## config.mk

```make
export PLATFORM = sky130hd
export DESIGN_NAME = fuec_codec_13_8_flat
export DESIGN_NICKNAME = d
export VERILOG_FILES = /design/src/rtl/fuec_codec_13_8_pkg.sv /design/src/rtl/fuec_codec_13_8_if.sv /design/src/rtl/fuec_codec_13_8_parity_gen.sv /design/src/rtl/fuec_codec_13_8.sv /design/src/flat_wrapper.sv
export SDC_FILE = /design/constraint.sdc
export NUM_CORES = 1
export LEC_CHECK = 0
export ABC_AREA = 1
export CORE_UTILIZATION = 40
export CTS_CLUSTER_SIZE = 20
export DETAILED_ROUTE_END_ITERATION = 8
export PLACE_DENSITY = 0.76
export SYNTH_ARGS = -nofsm -noshare
export SYNTH_HDL_FRONTEND = slang
export SYNTH_HIERARCHICAL = 1
export SYNTH_SLANG_ARGS = --single-unit
```

## constraint.sdc

```tcl
create_clock -name clk -period 0.8 [get_ports clk]
set_input_delay 0.16 -clock clk [delete_from_list [all_inputs] [get_ports clk]]
set_output_delay 0.16 -clock clk [all_outputs]
set_load 0.1 [all_outputs]
```

## src/rtl/fuec_codec_13_8_pkg.sv

```systemverilog
// Shared definitions for the (13,8) Hsiao SEC-DED codec.
//   DATA_W / PAR_W / CW_W : fixed data, check and codeword widths
//   H_COL                 : parity-check matrix columns, indexed by codeword bit
//   dec_status_e          : decoder classification result
package fuec_13_8_pkg;

    localparam int DATA_W = 8;
    localparam int PAR_W  = 5;
    localparam int CW_W   = 13;

    // Column k is the syndrome produced when codeword bit k alone is flipped.
    // Codeword layout is {d[7:0], p[4:0]}, so bits 12..5 are d7..d0 and bits
    // 4..0 are the check bits (unit vectors). All data columns have odd weight
    // (3), which is what makes every double error land on an even-weight,
    // non-column syndrome.
    localparam logic [CW_W-1:0][PAR_W-1:0] H_COL = {
        5'b11001,  // bit 12 : d7
        5'b10110,  // bit 11 : d6
        5'b10101,  // bit 10 : d5
        5'b10011,  // bit  9 : d4
        5'b01110,  // bit  8 : d3
        5'b01101,  // bit  7 : d2
        5'b01011,  // bit  6 : d1
        5'b00111,  // bit  5 : d0
        5'b10000,  // bit  4 : p4
        5'b01000,  // bit  3 : p3
        5'b00100,  // bit  2 : p2
        5'b00010,  // bit  1 : p1
        5'b00001   // bit  0 : p0
    };

    typedef enum logic [1:0] {
        NO_ERR = 2'd0,
        CORR   = 2'd1,
        UNCORR = 2'd2
    } dec_status_e;

endpackage

```

## src/rtl/fuec_codec_13_8_if.sv

```systemverilog
// Request/result bundle for the (13,8) codec.
// Handshake: valid-only, no ready. A request is taken on every rising clk edge
// where its *_valid_i is 1; the matching *_valid_o pulses exactly one cycle
// later. Result data buses hold their last value while *_valid_o is 0.
//   slave  : codec side (takes requests, drives results)
//   master : user side (drives requests, takes results)
interface fuec_codec_13_8_if;
    import fuec_13_8_pkg::*;

    logic              enc_valid_i;
    logic [DATA_W-1:0] enc_data_i;
    logic              enc_valid_o;
    logic [PAR_W-1:0]  enc_parity_o;
    logic [CW_W-1:0]   enc_cw_o;

    logic              dec_valid_i;
    logic [CW_W-1:0]   dec_cw_i;
    logic              dec_valid_o;
    logic [PAR_W-1:0]  dec_syndrome_o;
    logic [CW_W-1:0]   dec_cw_fix_o;
    logic [DATA_W-1:0] dec_data_o;
    logic              dec_no_error_o;
    logic              dec_corrected_o;
    logic              dec_uncorrectable_o;

    modport slave (
        input  enc_valid_i, enc_data_i, dec_valid_i, dec_cw_i,
        output enc_valid_o, enc_parity_o, enc_cw_o,
               dec_valid_o, dec_syndrome_o, dec_cw_fix_o, dec_data_o,
               dec_no_error_o, dec_corrected_o, dec_uncorrectable_o
    );

    modport master (
        output enc_valid_i, enc_data_i, dec_valid_i, dec_cw_i,
        input  enc_valid_o, enc_parity_o, enc_cw_o,
               dec_valid_o, dec_syndrome_o, dec_cw_fix_o, dec_data_o,
               dec_no_error_o, dec_corrected_o, dec_uncorrectable_o
    );

endinterface

```

## src/rtl/fuec_codec_13_8_parity_gen.sv

```systemverilog
// Combinational check-bit generator for the (13,8) Hsiao code.
//   d : data word d[7:0]
//   p : check bits p[4:0]; p[j] is the XOR of every data bit whose H column
//       has bit j set.
module fuec_parity_gen_13_8
    import fuec_13_8_pkg::*;
(
    input  logic [DATA_W-1:0] d,
    output logic [PAR_W-1:0]  p
);

    always_comb begin
        p = '0;
        for (int i = 0; i < DATA_W; i++) begin
            if (d[i]) begin
                p = p ^ H_COL[i + PAR_W];
            end
        end
    end

endmodule

```

## src/rtl/fuec_codec_13_8.sv

```systemverilog
// Registered (13,8) SEC-DED codec: independent 1-cycle encode and decode
// pipelines sharing one clock.
//   clk   : rising-edge clock
//   rst_n : asynchronous active-low reset, clears every output
//   bus   : request/result bundle (slave side)
//             encode: enc_data_i -> enc_parity_o, enc_cw_o = {d, p}
//             decode: dec_cw_i   -> syndrome, corrected codeword/data and
//                     exactly one of no_error / corrected / uncorrectable
module fuec_codec_13_8
    import fuec_13_8_pkg::*;
(
    input  logic            clk,
    input  logic            rst_n,
    fuec_codec_13_8_if.slave bus
);

    logic [PAR_W-1:0]  enc_par;
    logic [PAR_W-1:0]  dec_par;
    logic [PAR_W-1:0]  syn;
    logic [CW_W-1:0]   flip_mask;
    dec_status_e       status;

    logic              enc_valid_q;
    logic [PAR_W-1:0]  enc_par_q;
    logic [CW_W-1:0]   enc_cw_q;
    logic              dec_valid_q;
    logic [PAR_W-1:0]  dec_syn_q;
    logic [CW_W-1:0]   dec_fix_q;
    logic              no_err_q;
    logic              corr_q;
    logic              uncorr_q;

    fuec_parity_gen_13_8 u_enc_pgen (
        .d (bus.enc_data_i),
        .p (enc_par)
    );

    // Recomputing parity over the received data and XORing with the received
    // check bits gives the syndrome directly.
    fuec_parity_gen_13_8 u_dec_pgen (
        .d (bus.dec_cw_i[CW_W-1:PAR_W]),
        .p (dec_par)
    );

    assign syn = dec_par ^ bus.dec_cw_i[PAR_W-1:0];

    // A nonzero syndrome that matches no column (even weight, or one of the
    // unused odd-weight patterns) is left uncorrected.
    always_comb begin
        flip_mask = '0;
        status    = NO_ERR;
        if (syn != '0) begin
            status = UNCORR;
            for (int k = 0; k < CW_W; k++) begin
                if (syn == H_COL[k]) begin
                    flip_mask[k] = 1'b1;
                    status       = CORR;
                end
            end
        end
    end

    always_ff @(posedge clk or negedge rst_n) begin
        if (!rst_n) begin
            enc_valid_q <= 1'b0;
            enc_par_q   <= '0;
            enc_cw_q    <= '0;
        end else begin
            enc_valid_q <= bus.enc_valid_i;
            if (bus.enc_valid_i) begin
                enc_par_q <= enc_par;
                enc_cw_q  <= {bus.enc_data_i, enc_par};
            end
        end
    end

    always_ff @(posedge clk or negedge rst_n) begin
        if (!rst_n) begin
            dec_valid_q <= 1'b0;
            dec_syn_q   <= '0;
            dec_fix_q   <= '0;
            no_err_q    <= 1'b0;
            corr_q      <= 1'b0;
            uncorr_q    <= 1'b0;
        end else begin
            dec_valid_q <= bus.dec_valid_i;
            if (bus.dec_valid_i) begin
                dec_syn_q <= syn;
                dec_fix_q <= bus.dec_cw_i ^ flip_mask;
                no_err_q  <= (status == NO_ERR);
                corr_q    <= (status == CORR);
                uncorr_q  <= (status == UNCORR);
            end
        end
    end

    assign bus.enc_valid_o         = enc_valid_q;
    assign bus.enc_parity_o        = enc_par_q;
    assign bus.enc_cw_o            = enc_cw_q;
    assign bus.dec_valid_o         = dec_valid_q;
    assign bus.dec_syndrome_o      = dec_syn_q;
    assign bus.dec_cw_fix_o        = dec_fix_q;
    assign bus.dec_data_o          = dec_fix_q[CW_W-1:PAR_W];
    assign bus.dec_no_error_o      = no_err_q;
    assign bus.dec_corrected_o     = corr_q;
    assign bus.dec_uncorrectable_o = uncorr_q;

endmodule

```

## src/flat_wrapper.sv

```systemverilog
// flat-port wrapper written by rule: the top's interface ports become plain ports
module fuec_codec_13_8_flat import fuec_13_8_pkg::*;
  (clk, rst_n, bus_enc_valid_i, bus_enc_data_i, bus_dec_valid_i, bus_dec_cw_i, bus_enc_valid_o, bus_enc_parity_o, bus_enc_cw_o, bus_dec_valid_o, bus_dec_syndrome_o, bus_dec_cw_fix_o, bus_dec_data_o, bus_dec_no_error_o, bus_dec_corrected_o, bus_dec_uncorrectable_o);
  fuec_codec_13_8_if bus_i ();
  input  logic clk;
  input  logic rst_n;
  input wire logic [$bits(bus_i.enc_valid_i)-1:0] bus_enc_valid_i;
  input wire logic [$bits(bus_i.enc_data_i)-1:0] bus_enc_data_i;
  input wire logic [$bits(bus_i.dec_valid_i)-1:0] bus_dec_valid_i;
  input wire logic [$bits(bus_i.dec_cw_i)-1:0] bus_dec_cw_i;
  output wire logic [$bits(bus_i.enc_valid_o)-1:0] bus_enc_valid_o;
  output wire logic [$bits(bus_i.enc_parity_o)-1:0] bus_enc_parity_o;
  output wire logic [$bits(bus_i.enc_cw_o)-1:0] bus_enc_cw_o;
  output wire logic [$bits(bus_i.dec_valid_o)-1:0] bus_dec_valid_o;
  output wire logic [$bits(bus_i.dec_syndrome_o)-1:0] bus_dec_syndrome_o;
  output wire logic [$bits(bus_i.dec_cw_fix_o)-1:0] bus_dec_cw_fix_o;
  output wire logic [$bits(bus_i.dec_data_o)-1:0] bus_dec_data_o;
  output wire logic [$bits(bus_i.dec_no_error_o)-1:0] bus_dec_no_error_o;
  output wire logic [$bits(bus_i.dec_corrected_o)-1:0] bus_dec_corrected_o;
  output wire logic [$bits(bus_i.dec_uncorrectable_o)-1:0] bus_dec_uncorrectable_o;
  assign bus_i.enc_valid_i = bus_enc_valid_i;
  assign bus_i.enc_data_i = bus_enc_data_i;
  assign bus_i.dec_valid_i = bus_dec_valid_i;
  assign bus_i.dec_cw_i = bus_dec_cw_i;
  assign bus_enc_valid_o = bus_i.enc_valid_o;
  assign bus_enc_parity_o = bus_i.enc_parity_o;
  assign bus_enc_cw_o = bus_i.enc_cw_o;
  assign bus_dec_valid_o = bus_i.dec_valid_o;
  assign bus_dec_syndrome_o = bus_i.dec_syndrome_o;
  assign bus_dec_cw_fix_o = bus_i.dec_cw_fix_o;
  assign bus_dec_data_o = bus_i.dec_data_o;
  assign bus_dec_no_error_o = bus_i.dec_no_error_o;
  assign bus_dec_corrected_o = bus_i.dec_corrected_o;
  assign bus_dec_uncorrectable_o = bus_i.dec_uncorrectable_o;
  fuec_codec_13_8 u_core (.clk(clk), .rst_n(rst_n), .bus(bus_i));
endmodule
```

==> run metrics <==
combinational share of power=60.0%; GRT overflow=0; most common cell in the netlist=nand2_1; synth top area cells=dfrtp_1 36%, nand2_1 18%, mux2_2 5.8%; Tcrit/Tclk final=209%; DRT Pass-1 Iters=4; Hold WC Path Type=primary input to register; GRT Total Usage=24.7%; synthesized flop and latch total=36; clk_lat worst skew=0.28 ns; min-delay src=bus_enc_data_i[6]; synthesized instance count=331; Wirelength per Cell=15.4 um; Yosys cell types=25; RePlAce Congestion=0.845; R2R Setup Slk=-0.11 ns; area leader, netlist=dfrtp_1; worst IR drop on VDD=1680 uV; Sw Share=47.9%; pre-CTS setup slack=-1.49 ns; ratio of cells with drive above 1 in the final layout=66.7%; critical path, cell by cell=buf_12, buf_12, xnor2_1, nand3b_1, nand2_2, nand2_1, nand2_4, nand3_2, nor2_4, nor2_1, nand2_1, nor2_2, nand2_1, nand2_1, nand2_1; share of the synthesized area in the top cell type=36.0%; vias in the first global route=2559; syn_area_per_cell=7.56 sq um; # fillers=346; worst path required time=0.98 ns; TritonCTS Sinks=36; ant diodes=0; Final nets=474; Commonest cells post-synth=121 x nand2_1, 36 x dfrtp_1, 24 x inv_1; Final Hold Fails=0; hpwl dp=5.71 mm; Initial Util=41.8%; global-route wire length before repair=12.3 mm; antenna violations before repair=0; Post-Syn Area=2500 sq um; Net Count, Synth=356; Ys Warns=6; Max Cap Violations=0; Pint=5.43 mW; Final WS setup=-0.868 ns; Routed WL=8.08 mm; Initial DRC Count=112; CP Data Arrival Time=1.85 ns; Cell Rows=28; hold slack=0.157 ns; CP Capture Point=u_core/bus.dec_corrected_o; Critical Path Sink Type=register; worst slew pin tran=0.269 ns; Core ar.=5990 sq um; Finished Layout Cells=525; Setup crit start=bus_dec_cw_i[8]; post-route minimum period=1.67 ns; area growth from synthesis to layout=94.1%; most frequent CP cell=nand2_1; Post-synth EDFFs=0; Finish-stage setup viols=83; Slowest cell on crit path=xnor2_1; Clock power frac=15.3%; RSZ-0062 raised after global routing=true; Clock Skew=0 ns; reg-to-reg endpoint=u_core/bus.dec_cw_fix_o[9]; Worst Setup Start Kind=primary input; PwrDens=2150 nW/um^2; Placed Cells=499; setup TNS=-30.50 ns; DRC Markers=0; H-tree depth=2; clock buffer depth=2; Die Span Y=81.1 um; max-slew violation count=0; CP Max Fanout=6; Worst path max stage delay=0.25 ns; Crit Path Class=primary input to register; failing checks=setup timing; post-route ant nets=0; die extent in x=81.1 um; root buf cell=clkbuf_8; Top Ports=74; Design Power=10.4 mW; largest net degree at the start of global routing=37; clk slew on worst S/H paths=0.08 ns; ys async rst share=100%; sequential area share after synthesis=36.0%; Worst Reg-to-Reg Cells=3; Sw Pwr=4.99 mW; DR vias/cell=5.04; fin util=81.1%; Die ar.=6580 sq um; sequential share of power=24.7%; area post-placement=4290 sq um; Via Count=2648; cts bufs inserted=5; R2R Path Start=u_core/bus.dec_cw_fix_o[9]; fmax=599 MHz; outcome=finished, violations left; TritonCTS clock tree=yes; Slew headroom=82.1%; leak pwr=2.25 nW; ys flop type=dfrtp_1; port bufs=73; design area=4860 sq um
[cells by family after synthesis]
| family | share of synthesized area, % |
|---|---|
| xor+xnor | 7.00 |
| flops | 36.0 |
| mux | 5.85 |
| compound gates | 4.25 |
| simple gates | 37.4 |
| buf+inv | 9.49 |
[cells in the final DEF, fill, tap and decap left out, types with 2 or more instances in the layout]
master	n
buf_12	53
buf_2	8
buf_4	45
buf_6	15
clkbuf_8	5
clkdlybuf4s50_1	6
dfrtp_4	36
inv_1	7
inv_2	17
inv_4	2
mux2_2	12
nand2_1	86
nand2_2	35
nand2_4	21
nand2_8	2
nand3_1	15
nand3_2	3
nand3_4	5
nand3b_1	4
nor2_1	4
nor2_2	4
nor2_4	11
o21ai_1	13
o21ai_2	6
or2_1	2
xnor2_1	4
xnor2_2	6
xor2_1	7
xor2_2	2
[registers in the layout (all words and copies together) (netlist names)]
name	flops
u_core/bus.dec_cw_fix_o	13
u_core/bus.enc_cw_o	9
u_core/bus.dec_syndrome_o	5
u_core/bus.enc_parity_o	4
u_core/bus.dec_corrected_o	1
u_core/bus.dec_no_error_o	1
u_core/bus.dec_uncorrectable_o	1
u_core/bus.dec_valid_o	1
u_core/bus.enc_valid_o	1
[timing repair]
item | in CTS | in global routing
setup buffers | 13 | 8
setup endpoints to repair | 83 | 83
pin swaps | 50 | 42
hold buffers | 1 | 0
cloned | 0 | 0
gates resized for setup | 135 | 45
endpoints found under the hold margin | 36 | 0
[routing by layer]
| metal | GRT usage [%] | part of all wire (%) | up-vias |
|---|---|---|---|
| met2 | 43.5 | 54 | 95 |
| met3 | 3.48 | 4.1 | 22 |
| li1 | - | - | 1259 |
| met5 | 0 | 0 | - |
| met1 | 30.9 | 39 | 1272 |
| met4 | 7.68 | 2.2 | 0 |
[layout make-up]
| cell class | count | area [sq um] | share of cell area [%] |
|---|---|---|---|
| multi-input combinational | 247 | 1770 | 36.5 |
| timing repair buffer | 129 | 1690 | 34.7 |
| sequential | 36 | 1040 | 21.3 |
| inverter | 30 | 159 | 3.27 |
| tap | 75 | 93.8 | 1.93 |
| clock buffer | 5 | 68.8 | 1.42 |
| clock inverter | 3 | 42.5 | 0.875 |
[power by group through the flow]
| stage | combinational [mW] | clock (mW) | sequential [mW] |
|---|---|---|---|
| finish | 6.26 | 1.60 | 2.57 |
| global route | 6.49 | 1.74 | 2.60 |
| CTS | 6.00 | 1.65 | 2.57 |
| detailed placement | 5.68 | 0 | 2.61 |
| global placement | 5.60 | 0 | 2.59 |
| floorplan | 2.15 | 0 | 4.25 |
[worst max-delay path, delay by kind of cell]
family,cells,cell delay [ns]
AND/OR/NAND/NOR,12,1.19
buffers and inverters,2,0.22
XOR/XNOR,1,0.25
[worst min-delay path by stage]
stage          slack (ns)  cells past startpoint                           to
2_1_floorplan       -0.14                      0   u_core/bus.dec_corrected_o
3_3_place_gp         0.14                      2  u_core/bus.dec_cw_fix_o[11]
3_5_place_dp         0.14                      2  u_core/bus.dec_cw_fix_o[11]
4_1_cts              0.18                      2      u_core/bus.enc_cw_o[11]
5_1_grt              0.15                      2      u_core/bus.enc_cw_o[11]
6_report             0.16                      2      u_core/bus.enc_cw_o[11]
Note: power is estimated with default switching activity, not from simulation.
